<file path="src/rtl/fmul_pkg.sv">
// fmul_pkg: shared definitions for the FMul sharing block and its arbiter.
//   FP_W      operand/result width
//   FMUL_LAT  fixed FMul pipeline latency (single source for MUL_LAT)
//   TAG_ID_W  tag ID width, sized for the largest supported requester count (8)
//   fmul_tag_t {v, id} entry of the result-tag pipeline
//   arb_mode_e arbitration mode select
package fmul_pkg;

    localparam int FP_W     = 32;
    localparam int FMUL_LAT = 4;
    localparam int TAG_ID_W = 3;

    typedef enum logic {
        ARB_FIXED = 1'b0,
        ARB_RR    = 1'b1
    } arb_mode_e;

    typedef struct packed {
        logic                v;
        logic [TAG_ID_W-1:0] id;
    } fmul_tag_t;

endpackage

</file>
<file path="src/rtl/fmul_arbiter_if.sv">
// fmul_arbiter_if: requester-side request and response bundle.
//   req_valid/req_ready  per-requester handshake (N_REQ bits)
//   req_a/req_b          packed operands, slice i = [32*i+31:32*i]
//   resp_valid/resp_id/resp_data  one-cycle result pulse with requester ID
// Modports: master = clients, slave = fmul_arbiter.
interface fmul_arbiter_if
    import fmul_pkg::*;
#(
    parameter int N_REQ = 4,
    parameter int ID_W  = 2
);

    logic [N_REQ-1:0]      req_valid;
    logic [N_REQ-1:0]      req_ready;
    logic [FP_W*N_REQ-1:0] req_a;
    logic [FP_W*N_REQ-1:0] req_b;
    logic                  resp_valid;
    logic [ID_W-1:0]       resp_id;
    logic [FP_W-1:0]       resp_data;

    modport master (
        output req_valid, req_a, req_b,
        input  req_ready, resp_valid, resp_id, resp_data
    );

    modport slave (
        input  req_valid, req_a, req_b,
        output req_ready, resp_valid, resp_id, resp_data
    );

endinterface

</file>
<file path="src/rtl/rr_arbiter.sv">
// rr_arbiter: combinational single-grant arbiter.
//   req        request vector (N bits)
//   ptr        round-robin search start index
//   mode       ARB_RR: search from ptr with wrap; ARB_FIXED: index 0 highest
//   grant      one-hot grant (zero when no request)
//   grant_idx  encoded granted index
//   grant_valid  any grant issued
module rr_arbiter
    import fmul_pkg::*;
#(
    parameter int N     = 4,
    parameter int IDX_W = 2
) (
    input  logic [N-1:0]     req,
    input  logic [IDX_W-1:0] ptr,
    input  arb_mode_e        mode,
    output logic [N-1:0]     grant,
    output logic [IDX_W-1:0] grant_idx,
    output logic             grant_valid
);

    logic [IDX_W-1:0] start_idx;
    int unsigned      cand;

    assign start_idx = (mode == ARB_RR) ? ptr : '0;

    // First requester found walking up from start_idx, wrapping modulo N.
    always_comb begin
        grant       = '0;
        grant_idx   = '0;
        grant_valid = 1'b0;
        cand        = 0;
        for (int unsigned k = 0; k < N; k++) begin
            cand = (int'(start_idx) + k) % N;
            if (!grant_valid && req[cand]) begin
                grant[cand] = 1'b1;
                grant_idx   = IDX_W'(cand);
                grant_valid = 1'b1;
            end
        end
    end

endmodule

</file>
<file path="src/rtl/fmul_arbiter.sv">
// fmul_arbiter: shares one pipelined FMul among N_REQ requesters.
//   clk, rst    clock; asynchronous active-high reset
//   rr_mode     1 = round-robin, 0 = fixed priority
//   bus         fmul_arbiter_if.slave: requests in, grants and tagged results out
//   mul_in1/2   registered operands to FMul
//   mul_out     FMul result, MUL_LAT cycles after mul_in1/2 change
//   busy        any operation in flight
module fmul_arbiter
    import fmul_pkg::*;
#(
    parameter int N_REQ   = 4,
    parameter int ID_W    = 2,
    parameter int MUL_LAT = FMUL_LAT
) (
    input  logic            clk,
    input  logic            rst,
    input  logic            rr_mode,
    fmul_arbiter_if.slave   bus,
    output logic [FP_W-1:0] mul_in1,
    output logic [FP_W-1:0] mul_in2,
    input  logic [FP_W-1:0] mul_out,
    output logic            busy
);

    logic [ID_W-1:0] ptr_q, ptr_d;
    logic [FP_W-1:0] mul_in1_q, mul_in1_d;
    logic [FP_W-1:0] mul_in2_q, mul_in2_d;
    fmul_tag_t       tag_q [MUL_LAT+1];
    fmul_tag_t       tag_d [MUL_LAT+1];

    logic [N_REQ-1:0] grant;
    logic [ID_W-1:0]  grant_idx;
    logic             grant_valid;

    rr_arbiter #(
        .N     (N_REQ),
        .IDX_W (ID_W)
    ) u_arb (
        .req         (bus.req_valid),
        .ptr         (ptr_q),
        .mode        (arb_mode_e'(rr_mode)),
        .grant       (grant),
        .grant_idx   (grant_idx),
        .grant_valid (grant_valid)
    );

    assign bus.req_ready = grant;

    always_comb begin
        ptr_d     = ptr_q;
        mul_in1_d = mul_in1_q;
        mul_in2_d = mul_in2_q;
        tag_d[0]  = '0;
        for (int unsigned i = 1; i <= MUL_LAT; i++) begin
            tag_d[i] = tag_q[i-1];
        end
        if (grant_valid) begin
            ptr_d     = (grant_idx == ID_W'(N_REQ - 1)) ? '0 : grant_idx + ID_W'(1);
            mul_in1_d = bus.req_a[FP_W*grant_idx +: FP_W];
            mul_in2_d = bus.req_b[FP_W*grant_idx +: FP_W];
            tag_d[0]  = '{v: 1'b1, id: TAG_ID_W'(grant_idx)};
        end
    end

    always_ff @(posedge clk or posedge rst) begin
        if (rst) begin
            ptr_q     <= '0;
            mul_in1_q <= '0;
            mul_in2_q <= '0;
            tag_q     <= '{default: '0};
        end else begin
            ptr_q     <= ptr_d;
            mul_in1_q <= mul_in1_d;
            mul_in2_q <= mul_in2_d;
            tag_q     <= tag_d;
        end
    end

    always_comb begin
        busy = 1'b0;
        for (int unsigned i = 0; i <= MUL_LAT; i++) begin
            busy = busy | tag_q[i].v;
        end
    end

    assign mul_in1        = mul_in1_q;
    assign mul_in2        = mul_in2_q;
    assign bus.resp_valid = tag_q[MUL_LAT].v;
    assign bus.resp_id    = tag_q[MUL_LAT].id[ID_W-1:0];
    assign bus.resp_data  = mul_out;

    // The shared tag type is sized for 8 requesters; narrower IDs leave the
    // upper bits at zero.
    if (ID_W < TAG_ID_W) begin : g_id_pad
        logic unused_id_hi;
        assign unused_id_hi = ^tag_q[MUL_LAT].id[TAG_ID_W-1:ID_W];
    end

endmodule

</file>
<file path="src/flat_wrapper.sv">
// flat-port wrapper written by rule: the top's interface ports become plain ports
module fmul_arbiter_flat import fmul_pkg::*;
#(
    parameter int N_REQ   = 4,
    parameter int ID_W    = 2,
    parameter int MUL_LAT = FMUL_LAT
)
  (clk, rst, rr_mode, mul_in1, mul_in2, mul_out, busy, bus_req_valid, bus_req_a, bus_req_b, bus_req_ready, bus_resp_valid, bus_resp_id, bus_resp_data);
  fmul_arbiter_if #(.N_REQ(N_REQ), .ID_W(ID_W)) bus_i ();
  input  logic clk;
  input  logic rst;
  input  logic rr_mode;
  output logic [FP_W-1:0] mul_in1;
  output logic [FP_W-1:0] mul_in2;
  input  logic [FP_W-1:0] mul_out;
  output logic busy;
  input wire logic [$bits(bus_i.req_valid)-1:0] bus_req_valid;
  input wire logic [$bits(bus_i.req_a)-1:0] bus_req_a;
  input wire logic [$bits(bus_i.req_b)-1:0] bus_req_b;
  output wire logic [$bits(bus_i.req_ready)-1:0] bus_req_ready;
  output wire logic [$bits(bus_i.resp_valid)-1:0] bus_resp_valid;
  output wire logic [$bits(bus_i.resp_id)-1:0] bus_resp_id;
  output wire logic [$bits(bus_i.resp_data)-1:0] bus_resp_data;
  assign bus_i.req_valid = bus_req_valid;
  assign bus_i.req_a = bus_req_a;
  assign bus_i.req_b = bus_req_b;
  assign bus_req_ready = bus_i.req_ready;
  assign bus_resp_valid = bus_i.resp_valid;
  assign bus_resp_id = bus_i.resp_id;
  assign bus_resp_data = bus_i.resp_data;
  fmul_arbiter #(.N_REQ(N_REQ), .ID_W(ID_W), .MUL_LAT(MUL_LAT)) u_core (.clk(clk), .rst(rst), .rr_mode(rr_mode), .bus(bus_i), .mul_in1(mul_in1), .mul_in2(mul_in2), .mul_out(mul_out), .busy(busy));
endmodule
</file>
<file path="config.mk">
export PLATFORM = sky130hd
export DESIGN_NAME = fmul_arbiter_flat
export DESIGN_NICKNAME = d
export VERILOG_FILES = /design/src/rtl/fmul_pkg.sv /design/src/rtl/fmul_arbiter_if.sv /design/src/rtl/rr_arbiter.sv /design/src/rtl/fmul_arbiter.sv /design/src/flat_wrapper.sv
export SDC_FILE = /design/constraint.sdc
export NUM_CORES = 1
export LEC_CHECK = 0
export CAP_MARGIN = 20
export CORE_AREA = 8 8 148 150
export CTS_BUF_LIST = sky130_fd_sc_hd__clkbuf_16
export DETAILED_ROUTE_END_ITERATION = 7
export DIE_AREA = 0 0 156 158
export PLACE_DENSITY_LB_ADDON = 0.15
export SYNTH_ARGS = -nofsm -noshare
export SYNTH_HDL_FRONTEND = slang
export SYNTH_SLANG_ARGS = --single-unit
export TNS_END_PERCENT = 50
</file>
<file path="constraint.sdc">
create_clock -name clk -period 4.14 [get_ports clk]
set_input_delay 1.242 -clock clk [delete_from_list [all_inputs] [get_ports clk]]
set_output_delay 1.242 -clock clk [all_outputs]
set_load 0.01 [all_outputs]
</file>
# Word level (Yosys, flattened, before mapping)
# Cells that the tools add are included.
[op_classes] shift=2 magnitude_cmp=8 muxes=31 n_eq_ne=1 reduce_logical=10 bitwise=7 n_addsub=4
[op_table] op="128-bit by 8-bit variable part select with 32-bit output" n=2
[op_table] op="4-bit 2-to-1 mux" n=5
[op_table] op="2-bit by 3-bit < comparator with 1-bit output, second input constant" n=4
[op_table] op="1-bit 2-to-1 mux" n=12
[op_table] op="2-bit 2-to-1 mux" n=6
[op_table] op="4-bit OR" n=3
[op_table] op="1-bit binary-select mux with 2-bit select" n=4
[op_table] op="1-bit demux with 2-bit select" n=4
[op_table] op="2-bit by 1-bit >= comparator with 1-bit output, second input constant" n=4
[op_table] op="1-bit logical AND" n=7
[op_table] op="2-bit by 1-bit adder with 2-bit output, second input constant" n=2
[op_table] op="2-bit adder, second input constant" n=2
[op_table] op="1-bit OR" n=4
[op_table] op="1-bit zero test" n=3
[op_table] op="2-bit == test, second input constant" n=1
[totals] reg_bits=81 in_bits=295 out_inout_bits=104

# Logic depth before layout (Yosys ltp)
[logic_depth] word_depth=15 ltp_mapped=13

# Hierarchy
# A second synthesis with hierarchy kept.
[unflattened] cells_unflattened=493 hier_area_um2=5449.0
[modules_own_cells] mod="fmul_arbiter" area_each_um2=4924.7 n_inst=1 cells_each=417
[modules_own_cells] mod="rr_arbiter" area_each_um2=524.3 n_inst=1 cells_each=76

# Least setup slack after synthesis
# No wires, ideal clock.
[synth_timing] path_type="input port to output port" startpoint="input port rr_mode" endpoint="output port bus_req_ready[0]" path_buffers=2 t_arrival_ps=2856 cell_stages=9 required_ps=2898 path_slack_ps=42 cell_sequence="buf_4 nand2_2 ha_1 buf_2 mux2i_1 mux2_4 a31oi_1 nor2_1 a221o_1"
[synth_between] elab_chain_len=13 elab_cells_between_ends=48 classes_between="add/sub (3); order compare (8); mux (24); bitwise (3); reduce/logical (10)"
[synth_rtl] item="start: declaration" line="flat_wrapper.sv:12" rtl="input logic rr_mode;"
[synth_rtl] item="2-bit 2-to-1 mux (*)" line="rr_arbiter.sv:25" rtl="assign start_idx = (mode == ARB_RR) ? ptr : '0;"
[synth_rtl] item="parallel branches: the longest is 11 deep, another holds 2-bit by 3-bit < comparator with 1-bit output"
[synth_rtl] item="4-bit 2-to-1 mux (*)" line="rr_arbiter.sv:35" rtl="if (!grant_valid && req[cand]) begin"
[synth_rtl] item="end: declaration" line="flat_wrapper.sv:20" rtl="output wire logic [$bits(bus_i.req_ready)-1:0] bus_req_ready;"
# Every way passes the cells marked *. The select of a mux whose other input is x is not followed.

# Final worst setup path
[layout_timing] startpoint="input port rr_mode" endpoint="output port bus_req_ready[2]"
# Same word-level chain as after synthesis.

==> results.sh <==
export IMPL_outcome="completed"
export IMPL_numPortBuffers=334
export IMPL_drc_errors=0
export IMPL_postCtsHoldBufs=0
export IMPL_ios=399
export IMPL_cts_buffers=9
export IMPL_clock_sink_count=81
export IMPL_netlist_instances=571
export IMPL_grt_setup_unrepaired="yes"
export IMPL_place_area_mm2=0.00974
export IMPL_slew_headroom_pct=70.2
export IMPL_drtAntennaViolNets=0
export IMPL_critPathArrivalTime_ns=2.90
export IMPL_synth_area_per_cell_um2=10.7
export IMPL_cts_htree_levels=3
export IMPL_ir_worst_vdd_mv=0.302
export IMPL_yosysUniqueCellTypes=47
export IMPL_path_class="in2out"
export IMPL_clk_path_buf_depth=2
export IMPL_clock_latency_ns=0.34
export IMPL_finalCriticalPeriod_ns=4.14
export IMPL_fin_crit_sh_pct=100
export IMPL_min_path_type="reg2reg"
export IMPL_r2r_end="u_core.mul_in1[26]"
export IMPL_finalSetupTns_ns=0
export IMPL_grt_max_degree=82
export IMPL_cp_max_fo=4
export IMPL_ys_seq_elements=81
export IMPL_drive_above_1_share_pct=22.1
export IMPL_dp_hpwl_um=19400
export IMPL_worst_slack_ns=0.000608
export IMPL_endpoint="bus_req_ready[2]"
export IMPL_use_met2_pct=35.1
export IMPL_ys_seq_area_share_pct=33.1
export IMPL_power_density_mw_per_mm2=668
export IMPL_synth_nets=871
export IMPL_drt_wirelength_per_cell_um=21.9
export IMPL_cp_end_kind="output pin"
export IMPL_synth_ff_type="dfrtp_1"
export IMPL_netlist_area_mm2=0.00612
export IMPL_r2r_slack_ns=1.29
export IMPL_drv_slew=0
export IMPL_die_height_um=158
export IMPL_gp_congestion=0.939
export IMPL_dieArea_mm2=0.0246
export IMPL_cts_tree="yes"
export IMPL_grt_first_pass_wirelength_um=37700
export IMPL_reg2reg_depth=10
export IMPL_avgViaCountPerCell=5.05
export IMPL_synthArstFlopShare_pct=100
export IMPL_power_internal_mw=3.95
export IMPL_syn_to_final_growth_pct=66.0
export IMPL_hold_ws_ns=0.343
export IMPL_hold_viol_final=0
export IMPL_netSwitchingFraction_pct=41.8
export IMPL_power_share_sequential_pct=20.8
export IMPL_pre_cts_ws_ns=-0.959
export IMPL_startpoint="rr_mode"
export IMPL_antenna_found_initial=1
export IMPL_nFillCells=1801
export IMPL_final_cell_area_mm2=0.0102
export IMPL_grt_pass1_vias=6330
export IMPL_p_comb_share_pct=67.9
export IMPL_grt_overflow=0
export IMPL_finClkSkew_ns=0.00603
export IMPL_wl_um=25400
export IMPL_cap_violations=0
export IMPL_rows=52
export IMPL_utilization_pct=51.5
export IMPL_cts_root_buf="clkbuf_16"
export IMPL_initial_core_util_pct=31.1
export IMPL_nNetsFinal=1188
export IMPL_vias=5878
export IMPL_grt_util_met3_pct=5.35
export IMPL_gr_usage_all_layers_pct=19.6
export IMPL_synth_edf_count=0
export IMPL_p_clk_share_pct=11.2
export IMPL_worstMarginPinSlew_ns=0.447
export IMPL_drt_first_pass_iters=5
export IMPL_core_area_mm2=0.0197
export IMPL_busiest_layer="met2"
export IMPL_gr_usage_met1_pct=22.4
export IMPL_rr_startpoint="u_core.ptr_q[1]"
export IMPL_max_freq_mhz=242
export IMPL_finalSetupViolCount=0
export IMPL_p_leak_nw=3.96
export IMPL_die_w_um=156
export IMPL_worstPathRequired_ns=2.90
export IMPL_drt_iter0_markers=195
export IMPL_p_switching_mw=2.84
export IMPL_start_kind="input pin"
export IMPL_yosysWarnings=0
export IMPL_clk_pin_slew_worst_paths_ns=0.06
[synth_stat cells, types with 2 or more instances]
library cell   n  area (um^2)
nand2b_1       3         18.8
a221o_1        4         40.0
a211oi_2      53          663
nor2_1        72          270
a21oi_1        7         35.0
buf_8          5         75.1
a31oi_1        4         25.0
o21ai_0        4         20.0
buf_6          8         90.1
a221oi_1      14          123
clkbuf_1      17         63.8
mux2i_1       67          671
a211oi_1      11         82.6
nand2_1        4         15.0
dfrtp_1       81         2030
o21a_1         3         22.5
ha_1           5         62.6
nand4b_1       2         17.5
and2_1        65          407
a221oi_2      50          751
nor2b_1        4         25.0
buf_2         19         95.1
a21boi_1       2         15.0
buf_4         36          270
nand3_1        3         15.0
inv_1          5         18.8
nor3_1         3         15.0
[cells in the final DEF (no fill, tap or decap), drive strengths merged]
cell type and n:
clkdlybuf4s50 325, dfrtp 81, nor2 72, mux2i 67, and2 65, a211oi 64, a221oi 64, buf 62
clkbuf 9, a21oi 7, inv 7, clkinv 6, nand2 6, ha 5, o21ai 5, a221o 4
dlygate4sd2 4, a31oi 4, nor2b 4, nor3 4, o21a 3, nand2b 3, nand3 3, mux2 2
nand4b 2, a21boi 2, o311ai 2, o221ai 2, diode 1, a21o 1, o211a 1, and3 1
o21bai 1, o22a 1, a21bo 1, a22o 1, or3 1, bufinv 1
[metal layers]
layer / share of wire [%] / vias to the layer above
li1: - / 2743
met1: 40 / 2842
met2: 51 / 240
met3: 7.5 / 51
met4: 1.8 / 2
met5: 0.051 / -
[per-stage QoR]
stage / std cells / total power, mW
after global routing: 1163 / 7.20
final: 1164 / 6.78
after global placement: 1139 / 5.89
after CTS: 1158 / 6.82
after detailed placement: 1139 / 5.98
after floorplan: 571 / 4.17
[cell families (layout without fill, tap and decap cells)]
logic type	after synthesis	after routing	share of synthesized area, %
flops	81	81	33.1
compound gates	163	163	30.8
mux	68	69	11.2
fa+ha+maj	5	5	1.02
simple gates	161	161	13.4
buf+inv	93	414	10.5
other cells	0	1	0
[sequential cells by signal (all words and copies together), names as in the netlist]
register / flops
u_core.bus.resp_id: 2
u_core.bus.resp_valid: 1
u_core.mul_in1: 32
u_core.mul_in2: 32
u_core.ptr_q: 2
u_core.tag_d: 12
[worst max-delay path, stage by stage]
cell,delay [ns]
buf_12,0.09
nand2_4,0.05
ha_4,0.32
mux2i_2,0.26
mux2_4,0.23
nor2b_1,0.05
a31oi_1,0.19
nor2_1,0.06
a221o_1,0.26
buf_2,0.14
[worst min-delay path by stage]
stage,startpoint,end,slack [ns],depth (start not counted)
floorplan,u_core.tag_d[0],u_core.bus.resp_id[0],0.33,0
finish,u_core.tag_d[1],u_core.bus.resp_id[1],0.34,0
global route,u_core.tag_d[13],u_core.tag_d[9],0.35,0
detailed placement,u_core.tag_d[1],u_core.bus.resp_id[1],0.33,0
CTS,u_core.tag_d[1],u_core.bus.resp_id[1],0.35,0
global placement,u_core.tag_d[9],u_core.tag_d[5],0.33,0
[power by group through the flow]
| stage | Combinational (mW) | Clock (mW) | Sequential [mW] |
|---|---|---|---|
| floorplan | 2.62 | 0 | 1.55 |
| global placement | 4.48 | 0 | 1.41 |
| detailed placement | 4.56 | 0 | 1.42 |
| CTS | 4.62 | 0.789 | 1.41 |
| finish | 4.61 | 0.763 | 1.41 |
| global route | 4.92 | 0.814 | 1.47 |
[what timing repair did]
item	4_1_cts	5_1_grt
buffers inserted	2	5
gates cloned	1	0
setup endpoints to repair	4	4
gates resized for setup	38	8
pin swaps	6	3
[layout make-up]
| type | count | area, um^2 | area share (%) |
|---|---|---|---|
| timing repair buffer | 391 | 3910 | 38.5 |
| multi-input combinational | 398 | 3570 | 35.2 |
| sequential | 81 | 2030 | 19.9 |
| tap | 270 | 338 | 3.32 |
| clock buffer | 9 | 225 | 2.22 |
| clock inverter | 7 | 53.8 | 0.529 |
| inverter | 7 | 27.5 | 0.271 |
| antenna | 1 | 2.50 | 0.0246 |
No activity file was read; power rests on OpenSTA's default activity.
